File: config.mk
export PLATFORM = sky130hd
export DESIGN_NAME = axi_read_rr_scheduler
export DESIGN_NICKNAME = d
export VERILOG_FILES = /design/src/rtl/axi_bus_pkg.sv /design/src/rtl/axi_rr_picker.sv /design/src/rtl/axi_read_rr_scheduler.sv
export SDC_FILE = /design/constraint.sdc
export NUM_CORES = 1
export LEC_CHECK = 0
export ABC_AREA = 1
export BUFFER_PORTS_ARGS = -buffer_cell sky130_fd_sc_hd__buf_2
export CAP_MARGIN = 25
export CORE_AREA = 2 2 71 73
export CTS_CLUSTER_DIAMETER = 40
export CTS_CLUSTER_SIZE = 25
export DETAILED_ROUTE_END_ITERATION = 16
export DIE_AREA = 0 0 73 75
export PLACE_DENSITY = 0.76
export REMOVE_ABC_BUFFERS = 1
export SLEW_MARGIN = 30
export SYNTH_ARGS = -nofsm -noshare
export SYNTH_HDL_FRONTEND = slang
export SYNTH_SLANG_ARGS = --single-unit
File: constraint.sdc
create_clock -name clk -period 1.15 [get_ports clk]
set_input_delay 0.23 -clock clk [delete_from_list [all_inputs] [get_ports clk]]
set_output_delay 0.23 -clock clk [all_outputs]
set_load 0.05 [all_outputs]
File: src/rtl/axi_bus_pkg.sv
// Shared AXI-lite bus definitions: scheduler state encoding and response codes.
package axi_bus_pkg;

  typedef enum logic [1:0] {
    IDLE  = 2'd0,
    ADDR  = 2'd1,
    DATA  = 2'd2,
    DRAIN = 2'd3
  } state_t;

  localparam logic [2:0] RESP_OKAY = 3'b000;
  localparam logic [2:0] RESP_ERR  = 3'b010;

endpackage

File: src/rtl/axi_rr_picker.sv
// Combinational round-robin picker: first requester found searching upward from
// last+1 with wrap-around, returned both one-hot and as an index.
module axi_rr_picker #(
  parameter int MASTER_NUM = 2,
  parameter int IDX_W      = (MASTER_NUM > 1) ? $clog2(MASTER_NUM) : 1
) (
  input  logic [MASTER_NUM-1:0] req,
  input  logic [IDX_W-1:0]      last,
  output logic [MASTER_NUM-1:0] win,
  output logic [IDX_W-1:0]      win_idx
);

  always_comb begin
    logic             found;
    logic [IDX_W-1:0] cand;
    // NOTE: every variable written here gets a default first; a path that
    // skips an assignment would otherwise infer a latch.
    win     = '0;
    win_idx = '0;
    found   = 1'b0;
    cand    = '0;
    for (int off = 1; off <= MASTER_NUM; off++) begin
      cand = IDX_W'((int'(last) + off) % MASTER_NUM);
      if (!found && req[cand]) begin
        found     = 1'b1;
        win[cand] = 1'b1;
        win_idx   = cand;
      end
    end
  end

endmodule

File: src/rtl/axi_read_rr_scheduler.sv
// Round-robin owner of the shared SRAM AXI-lite read port; grant is held from AR
// to the single-beat R handshake. Optional R-wait timeout: AXI_RD_TIMEOUT_EN.
module axi_read_rr_scheduler
  import axi_bus_pkg::*;
#(
  parameter int MASTER_NUM = 2,
  parameter int ADDR_LEN   = 32,
  parameter int DATA_LEN   = 32
`ifdef AXI_RD_TIMEOUT_EN
  , parameter int TIMEOUT_CYCLES = 255
`endif
) (
  input  logic                           clk,
  input  logic                           rst,
  input  logic [MASTER_NUM-1:0]          m_arvalid,
  output logic [MASTER_NUM-1:0]          m_arready,
  input  logic [MASTER_NUM*ADDR_LEN-1:0] m_raddr,
  output logic [MASTER_NUM-1:0]          m_rvalid,
  input  logic [MASTER_NUM-1:0]          m_rready,
  output logic [2:0]                     m_rresp,
  output logic [DATA_LEN-1:0]            m_rdata,
  output logic                           s_arvalid,
  input  logic                           s_arready,
  output logic [ADDR_LEN-1:0]            s_raddr,
  input  logic                           s_rvalid,
  output logic                           s_rready,
  input  logic [2:0]                     s_rresp,
  input  logic [DATA_LEN-1:0]            s_rdata,
  output logic [MASTER_NUM-1:0]          grant,
  output logic                           busy
);

  localparam int IDX_W = (MASTER_NUM > 1) ? $clog2(MASTER_NUM) : 1;

  state_t                state, state_nxt;
  logic [MASTER_NUM-1:0] grant_nxt, win;
  logic [IDX_W-1:0]      gidx, gidx_nxt, last, last_nxt, win_idx;

`ifdef AXI_RD_TIMEOUT_EN
  logic [7:0] tmo_cnt, tmo_cnt_nxt;
  logic       timed_out;
  assign timed_out = (tmo_cnt == 8'(TIMEOUT_CYCLES));
`endif

  axi_rr_picker #(
    .MASTER_NUM (MASTER_NUM),
    .IDX_W      (IDX_W)
  ) u_picker (
    .req     (m_arvalid),
    .last    (last),
    .win     (win),
    .win_idx (win_idx)
  );

  // NOTE: state registers use non-blocking assignments so every flop samples
  // pre-edge values regardless of process evaluation order.
  always_ff @(posedge clk) begin
    if (rst) begin
      state <= IDLE;
      grant <= '0;
      gidx  <= '0;
      last  <= IDX_W'(MASTER_NUM - 1);
`ifdef AXI_RD_TIMEOUT_EN
      tmo_cnt <= '0;
`endif
    end else begin
      state <= state_nxt;
      grant <= grant_nxt;
      gidx  <= gidx_nxt;
      last  <= last_nxt;
`ifdef AXI_RD_TIMEOUT_EN
      tmo_cnt <= tmo_cnt_nxt;
`endif
    end
  end

  always_comb begin
    state_nxt = state;
    grant_nxt = grant;
    gidx_nxt  = gidx;
    last_nxt  = last;
    m_arready = '0;
    m_rvalid  = '0;
    m_rresp   = s_rresp;
    m_rdata   = s_rdata;
    s_arvalid = 1'b0;
    s_raddr   = m_raddr[gidx*ADDR_LEN +: ADDR_LEN];
    s_rready  = 1'b0;
`ifdef AXI_RD_TIMEOUT_EN
    tmo_cnt_nxt = '0;
`endif
    case (state)
      IDLE: begin
        if (|m_arvalid) begin
          state_nxt = ADDR;
          grant_nxt = win;
          gidx_nxt  = win_idx;
        end
      end
      ADDR: begin
        s_arvalid       = m_arvalid[gidx];
        m_arready[gidx] = s_arready;
        // A withdrawn request abandons the slot without advancing priority.
        if (!m_arvalid[gidx]) begin
          state_nxt = IDLE;
          grant_nxt = '0;
        end else if (s_arready) begin
          state_nxt = DATA;
        end
      end
      DATA: begin
`ifdef AXI_RD_TIMEOUT_EN
        if (timed_out) begin
          m_rvalid[gidx] = 1'b1;
          m_rresp        = RESP_ERR;
          m_rdata        = '0;
          tmo_cnt_nxt    = tmo_cnt;
          if (m_rready[gidx]) begin
            state_nxt = DRAIN;
            last_nxt  = gidx;
            grant_nxt = '0;
          end
        end else begin
          tmo_cnt_nxt = s_rvalid ? tmo_cnt : tmo_cnt + 8'd1;
`endif
          m_rvalid[gidx] = s_rvalid;
          s_rready       = m_rready[gidx];
          if (s_rvalid && m_rready[gidx]) begin
            state_nxt = IDLE;
            last_nxt  = gidx;
            grant_nxt = '0;
          end
`ifdef AXI_RD_TIMEOUT_EN
        end
`endif
      end
`ifdef AXI_RD_TIMEOUT_EN
      DRAIN: begin
        // The late beat belongs to an already-failed request; swallow it.
        s_rready = 1'b1;
        if (s_rvalid) state_nxt = IDLE;
      end
`endif
      default: state_nxt = IDLE;
    endcase
  end

  assign busy = (state != IDLE);

endmodule

==> results.toml, run 1 <==
[timing]
post-route-min-period_ps = 1454
max_freq_mhz = 688.0
drv_slew = 0
setup_viol = 43
setup_ws_ps = -303.6
relSlewSlack = 0.8361
worst_slew_pin_slew_ps = 247.6
hold_viol_final = 0
clock_skew_ps = 0.9982
rsz0062_at_grt = "true"
finalCritPeriodShare = 1.264

[worst_setup_path]
crit_buf_inv = 4
worst-path-max-fanout = 6
endpoint_kind = "primary output"
path_cells = "clkinv_8 > buf_12 > buf_6 > nand2_2 > nand2_2 > buf_8"
crit_slowest_cell = "dfxtp_4"
path_delay_family = "buffers and inverters"
worst_ep_required_time_ps = 920
crit_top_cell = "nand2_2"
start_kind = "register"
worstPathArrival_ps = 1220
critical_path_class = "reg2out"
cpPeakStageDelay_ps = 390

[yosys]
syn_area_um2 = 1217
synth-async-reset-ratio = 0
syn_inst = 215
syn_avg_cell_area_um2 = 5.662
synth_cell_types = 25
synth-adder-area-share = 0.06166
yosys.area.top_type_share = 0.3361
synth_commonest_cells = "109 x nand2_1, 35 x buf_4, 13 x inv_1"
synth_area_leaders = "nand2_1 34%, buf_4 22%, dfxtp_1 9.9%"
yosysMostFrequentCell = "nand2_1"
synth-xor-area-share = 0
yosys.area.top_type = "nand2_1"
synth-main-ff-cell = "dfxtp_1"
muxShareOfSynthArea = 0
synth_compound_area_frac = 0.07297
yosysWarnings = 0
ys_seq_area_frac = 0.09866
synth_seq_cells = 6
synth_top_family_by_area = "simple AND/OR/NAND/NOR gates"
synth_edf_count = 0
synth_simple_gate_area_frac = 0.4645

[placed_design]
io_buffers = 112
post-dp-hpwl_mm = 5.879
dp.cells = 352
placed_area_um2 = 1660
gp_congestion = 0.8872

[clock_network]
cts_max_path_buffers = 2
clock_latency_ps = 230
postCtsHoldBufs = 0
htreeDepth = 1
cts_buffers = 3
clk_root_buffer_cell = "clkbuf_8"
clock-sinks = 6
cts_tree = "done"
path_clk_slew_ps = 40

[power_and_ir_drop]
static-leakage-power_uw = 0.001323
powerDensity_nw_per_um2 = 2660
ir_drop_mv = 1.177

[floorplan]
rows = 25
die_height_um = 75
io_pins = 183
die_w_um = 73
start_util = 0.2612
core-area_um2 = 4661
die_area_um2 = 5475

[grt]
grt_pass1_vias = 1573
overflow = 0
grt.total_usage = 0.2527
grt_max_degree = 20
grt_pass1_wl_mm = 9.459
antenna_found_initial = 0

[layout]
instances_no_fill = 369
finalInstanceArea_um2 = 2380
area_growth_pct = 95.48
finish.utilization = 0.5106
layout-drive-gt1-share = 0.5968
n_antenna_cell = 0
finalNetCount = 430

[drt]
ant_nets = 0
via_per_inst = 4.718
drc = 0
routedWlPerCell_um = 20.51
vias = 1741
dr.first_iter.drc_count = 78
drtPass1Iterations = 5
routed_wl_mm = 7.567

[outcome]
violations = "negative setup slack"
outcome = "complete, but fails checks"

[min_path]
hold_path.class = "in2reg"

[run]
cap_violations = 0
-- logic make-up (layout without fill, tap and decap cells) --
family	after synthesis	after routing
AOI/OAI and AO/OA	13	13
DFF	6	6
adders and majority gates	6	6
and+or+nand+nor	133	133
buffers and inverters	57	157
-- stage by stage --
step / hold slack (ps) / worst slack, ps / TNS [ps] / total power, uW
after floorplan: 407.7 / -1615 / -38040 / 3093
after CTS: 313.6 / -289.3 / -10850 / 5766
final: 317.2 / -303.6 / -10500 / 6330
after global routing: 372.6 / -343.6 / -12270 / 6678
after detailed placement: 460.5 / -252.5 / -6208 / 4211
after global placement: 460.5 / -229.2 / -5388 / 4171
-- worst register-to-register path: stages, from the launching register on --
cell and delay [ps]:
dfxtp_4 390, clkinv_8 90, buf_12 140, nand2_4 70, a21oi_4 60, buf_4 120
buf_4 120, nand2_1 60, nand3_1 80, nand2_1 80, nor2_2 30
-- flip-flops by register name, indices dropped and copies added (netlist names) --
signal	cells
gidx	1
grant	2
last	1
state	2
-- final cells by class --
class / count / area (um2)
sequential: 6 / 131.4
tap: 54 / 67.56
multi-input combinational: 152 / 898.4
clock buffer: 3 / 41.29
inverter: 14 / 80.08
fill: 439 / 2281
timing repair buffer: 140 / 1161
-- per-layer routing --
metal | global-route usage | part of all wire | vias up
met3 | 0.1459 | 0.13 | 30
met1 | 0.1904 | 0.27 | 744
li1 | - | - | 818
met5 | 0.07407 | 0.0050 | -
met4 | 0.1584 | 0.11 | 2
met2 | 0.4755 | 0.48 | 147
-- worst paths after layout --
kind,cells past startpoint,start,endpoint,slack (ps)
max reg2reg,10,gidx,state[1],-210
min reg2reg,2,last,last,500
min,3,rst,last,320
max,6,gidx,s_raddr[28],-300
-- report_power, final --
part	total, uW	switching (uW)	internal (uW)
registers	462	140	321
clock network	336	109	226
logic	5530	3270	2260
total	6330	3520	2810
-- cell usage in the layout, fill, tap and decap left out, types with 2 or more instances in the layout --
master	instances
nand2_1	100
buf_2	73
buf_6	42
buf_4	13
inv_1	8
nand2_4	7
nand2_2	7
buf_8	7
nor2_1	5
a21oi_1	4
ha_4	4
nor2_2	3
clkbuf_8	3
dfxtp_4	3
dfxtp_1	3
inv_4	2
inv_6	2
nor3_4	2
nor2_4	2
a21oi_4	2
nand3_4	2
o21ai_2	2
buf_16	2
buf_12	2
-- what timing repair did --
action	4_1_cts	5_1_grt
resized for setup	109	51
buffers inserted	12	4
pin swaps	10	12
gates cloned	2	1
endpoints found under the setup margin	44	45
No activity file was read; power rests on OpenSTA's default activity.
==> run 2, diff against run 1 <==
Settings changed: PLACE_DENSITY 0.76 to 0.86.
==> results.toml, run 2 (synthesized netlist as in run 1, its figures left out) <==
[drt]
routed_wl_mm = 7.132
via_per_inst = 4.685
routedWlPerCell_um = 19.54
drc = 0
ant_nets = 0
vias = 1710
dr.first_iter.drc_count = 80
drtPass1Iterations = 4

[worst_setup_path]
cp_num_cells = 4
r2r_slack_ps = -140
worstPathArrival_ps = 1190
worst_r2r_endpoint = "grant[1]"
cpPeakStageDelay_ps = 370
cp-endpoint = "s_rready"
start_kind = "register"
path_cells = "inv_4 > ha_4 > a21boi_4 > buf_6"
reg2reg_from = "gidx"
critical_path_class = "reg2out"
worst-path-max-fanout = 4
path_delay_family = "flip-flops"
worst_ep_required_time_ps = 920
cp-startpoint = "state[0]"
crit_slowest_cell = "dfxtp_4"
endpoint_kind = "primary output"
r2r_cells = 9
crit_buf_inv = 2

[clock_network]
postCtsHoldBufs = 0
path_clk_slew_ps = 40
htreeDepth = 1
cts_tree = "done"
cts_max_path_buffers = 2
cts_buffers = 3
clock_latency_ps = 230
clock-sinks = 6
clk_root_buffer_cell = "clkbuf_8"

[timing]
setup_ws_ps = -269.8
hold_viol_final = 0
rsz0062_at_grt = "true"
finalCritPeriodShare = 1.235
tns_ps = -9617
setup_viol = 43
post-route-min-period_ps = 1420
clock_skew_ps = 1.127
max_freq_mhz = 704.3
worst_slew_pin_slew_ps = 258.2
relSlewSlack = 0.8290
drv_slew = 0

[layout]
layout_common_cells = "87 x nand2_1, 73 x buf_2, 33 x buf_6"
reg_top3 = "grant x2, state x2"
final_common_cell = "nand2_1"
multi_input_area_um2 = 905.9
finalNetCount = 426
fill_cells = 418
layout-drive-gt1-share = 0.6302
n_antenna_cell = 0
seqCellArea_um2 = 131.4
area_growth_pct = 92.09

[power_and_ir_drop]
clkPwrFrac = 0.055
ir_drop_mv = 1.751
total_power_uw = 6189
power_frac_comb = 0.874
cell_internal_pwr_uw = 2734
static-leakage-power_uw = 0.001304
p_seq_frac = 0.072
swShare = 0.5583
p_sw_uw = 3455
powerDensity_nw_per_um2 = 2647

[floorplan]
die_area_um2 = 5475
die_w_um = 73
core-area_um2 = 4661
start_util = 0.2612
die_height_um = 75
rows = 25
io_pins = 183

[outcome]
violations = "negative setup slack"
outcome = "complete, but fails checks"

[grt]
antenna_found_initial = 0
grt.total_usage = 0.2229
grt_max_degree = 22
grt_pass1_vias = 1415
grt_pass1_wl_mm = 8.349
overflow = 0

[run]
cap_violations = 0

[placed_design]
io_buffers = 112
post-dp-hpwl_mm = 5.425
gp_congestion = 0.8850

[min_path]
hold_path.class = "in2reg"
==> run 2: per-stage QoR <==
step	hold WS [ps]	setup slack, ps	cell area [um2]	utilization	instances
5_1_grt	359.9	-297.2	2338	0.5017	365
6_report	311.1	-269.8	2338	0.5017	365
3_5_place_dp	460.3	-249.4	1673	0.3589	352
2_1_floorplan	407.7	-1615	902.1	-	172
3_3_place_gp	460.3	-204.1	1673	0.3589	352
4_1_cts	319.0	-257.4	2162	0.4639	362
==> run 2: worst min path at each step <==
stage / start / endpoint / slack [ps] / cells past startpoint
after floorplan: rst / last / 410 / 2
after global placement: s_rdata[11] / m_rdata[11] / 460 / 0
after detailed placement: s_rdata[11] / m_rdata[11] / 460 / 0
after CTS: rst / last / 320 / 3
after global routing: rst / last / 360 / 3
final: rst / last / 310 / 3
==> run 2: power groups by stage <==
stage | Clock [uW] | Combinational [uW] | Sequential (uW)
floorplan | 0 | 2530 | 561
global placement | 0 | 3800 | 353
detailed placement | 0 | 3850 | 359
CTS | 325 | 4930 | 424
global route | 349 | 5710 | 455
finish | 340 | 5410 | 443
==> run 2: area by class of cell <==
class / instances / share of cell area
Timing Repair Buffer: 136 / 0.4799
Multi-Input combinational cell: 152 / 0.3874
Clock buffer: 3 / 0.01766
Tap cell: 54 / 0.02889
Sequential cell: 6 / 0.05618
Inverter: 14 / 0.02996
==> run 2: routing by layer <==
| layer | part of all wire | vias to the layer above | GRT usage | wire length [um] |
|---|---|---|---|---|
| li1 | - | 809 | - | - |
| met1 | 0.27 | 743 | 0.1500 | 1929 |
| met2 | 0.51 | 141 | 0.4494 | 3630 |
| met3 | 0.16 | 17 | 0.1700 | 1125 |
| met4 | 0.063 | 0 | 0.05967 | 447 |
| met5 | 0 | - | 0.06481 | 0 |
==> run 2: repair_timing <==
| action | CTS | global route |
|---|---|---|
| pin swaps | 6 | 21 |
| gates resized for setup | 123 | 39 |
| setup endpoints to repair | 45 | 45 |
| gates cloned | 0 | 3 |
| setup buffers | 7 | 1 |
==> run 2: worst reg2reg max path, delay by kind of cell (launching register included) <==
family | cells | cell delay, ps
buffers and inverters | 3 | 330
DFF | 1 | 380
and+or+nand+nor | 6 | 490
==> run 3, diff against run 2 <==
Clock period 1.15 ns to 1.2 ns, I/O delays scaled along.
==> results.toml, run 3 (synthesized netlist as in run 1, its figures left out) <==
[outcome]
outcome = "complete, but fails checks"
violations = "negative setup slack"

[clock_network]
clock_latency_ps = 230
clk_root_buffer_cell = "clkbuf_8"
cts_tree = "done"
cts_max_path_buffers = 2
path_clk_slew_ps = 40
cts_buffers = 3
htreeDepth = 1
clock-sinks = 6

[timing]
tns_ps = -8257
hold_viol_final = 0
max_freq_mhz = 679.7
post-route-min-period_ps = 1471
relSlewSlack = 0.8233
rsz0062_at_grt = "true"
drv_slew = 0
worst_slew_pin_slew_ps = 262.3
finalCritPeriodShare = 1.226
setup_ws_ps = -271.1
clock_skew_ps = 2.122
setup_viol = 44

[layout]
area_growth_pct = 80.88
n_antenna_cell = 0
final_common_cell = "nand2_1"
layout_common_cells = "105 x nand2_1, 73 x buf_2, 39 x buf_6"
fill_cells = 436
finalNetCount = 426
reg_top3 = "grant x2, state x2"
layout-drive-gt1-share = 0.5659

[worst_setup_path]
worst_ep_required_time_ps = 960
worst-path-max-fanout = 3
start_kind = "register"
cp-startpoint = "state[1]"
reg2reg_from = "gidx"
worstPathArrival_ps = 1230
critical_path_class = "reg2out"
endpoint_kind = "primary output"

[run]
cap_violations = 0

[placed_design]
preCtsSetupSlack_ps = -192.7
gp_congestion = 0.8655
io_buffers = 112
post-dp-hpwl_mm = 5.438

[drt]
routedWlPerCell_um = 19.53
via_per_inst = 4.718
drtPass1Iterations = 4
drc = 0
vias = 1722
routed_wl_mm = 7.128
ant_nets = 0
dr.first_iter.drc_count = 44

[grt]
grt.total_usage = 0.2322
overflow = 0
grt_pass1_vias = 1523
grt_pass1_wl_mm = 8.790
antenna_found_initial = 0
grt_max_degree = 19

[power_and_ir_drop]
powerDensity_nw_per_um2 = 2558
ir_drop_mv = 1.763
total_power_uw = 5634
static-leakage-power_uw = 0.001263

[min_path]
hold_start = "rst"
hold_path.class = "in2reg"

[floorplan]
die_w_um = 73
io_pins = 183
start_util = 0.2612
die_height_um = 75
core-area_um2 = 4661
die_area_um2 = 5475
rows = 25
==> run 3: changes by cell type in the layout (fill, tap and decap cells not counted), sizes merged <==
cell    before  now
buf        134  136
clkbuf       5    3
==> run 3: worst paths after layout <==
kind                    to  slack (ps)  depth (start not counted)
hold / removal        last         350                          3
hold reg to reg       last         510                          2
setup reg to reg  state[1]        -210                         10
setup / recovery  s_rready        -270                          4
==> run 3: layout make-up <==
cell class | instances | area (um2) | area share
well taps | 54 | 67.56 | 0.03068
repair buffers | 136 | 1072 | 0.4869
clock buffers | 3 | 41.29 | 0.01875
flip-flops and latches | 6 | 131.4 | 0.05966
inverters | 14 | 62.56 | 0.02841
multi-input cells | 152 | 827.0 | 0.3756
==> run 3: report_power, final <==
group	switching, uW	internal [uW]	total (uW)
Clock	102	217	319
Combinational	2990	1920	4920
Sequential	91.2	307	398
Total	3190	2450	5630
==> run 3: metrics by stage <==
step | hold WS (ps) | instance area (um2) | utilization | std cells
after detailed placement | 480.3 | 1673 | 0.3589 | 352
after global placement | 480.3 | 1673 | 0.3589 | 352
final | 347.7 | 2202 | 0.4725 | 365
after CTS | 326.3 | 2173 | 0.4663 | 364
after global routing | 367.2 | 2202 | 0.4725 | 365
after floorplan | 417.7 | 902.1 | - | 172
==> run 3: layer usage <==
layer  share of wire  up-vias  global-route usage
li1                -      807                   -
met1            0.26      766              0.1460
met2            0.54      133              0.4585
met3            0.16       16              0.1901
met4           0.041        0             0.09053
met5               0        -             0.06481
==> run 3: repair_timing <==
item	in CTS	in global routing
cloned	1	0
setup endpoints to repair	44	45
setup buffers	8	1
hold buffers	0	0
pin swaps	9	2
gates resized for setup	121	5
==> run 3: critical path, stage by stage, from the launching register on <==
cell and delay [ps]:
dfxtp_4 360, buf_4 120, ha_4 150, a21boi_2 190, buf_6 180
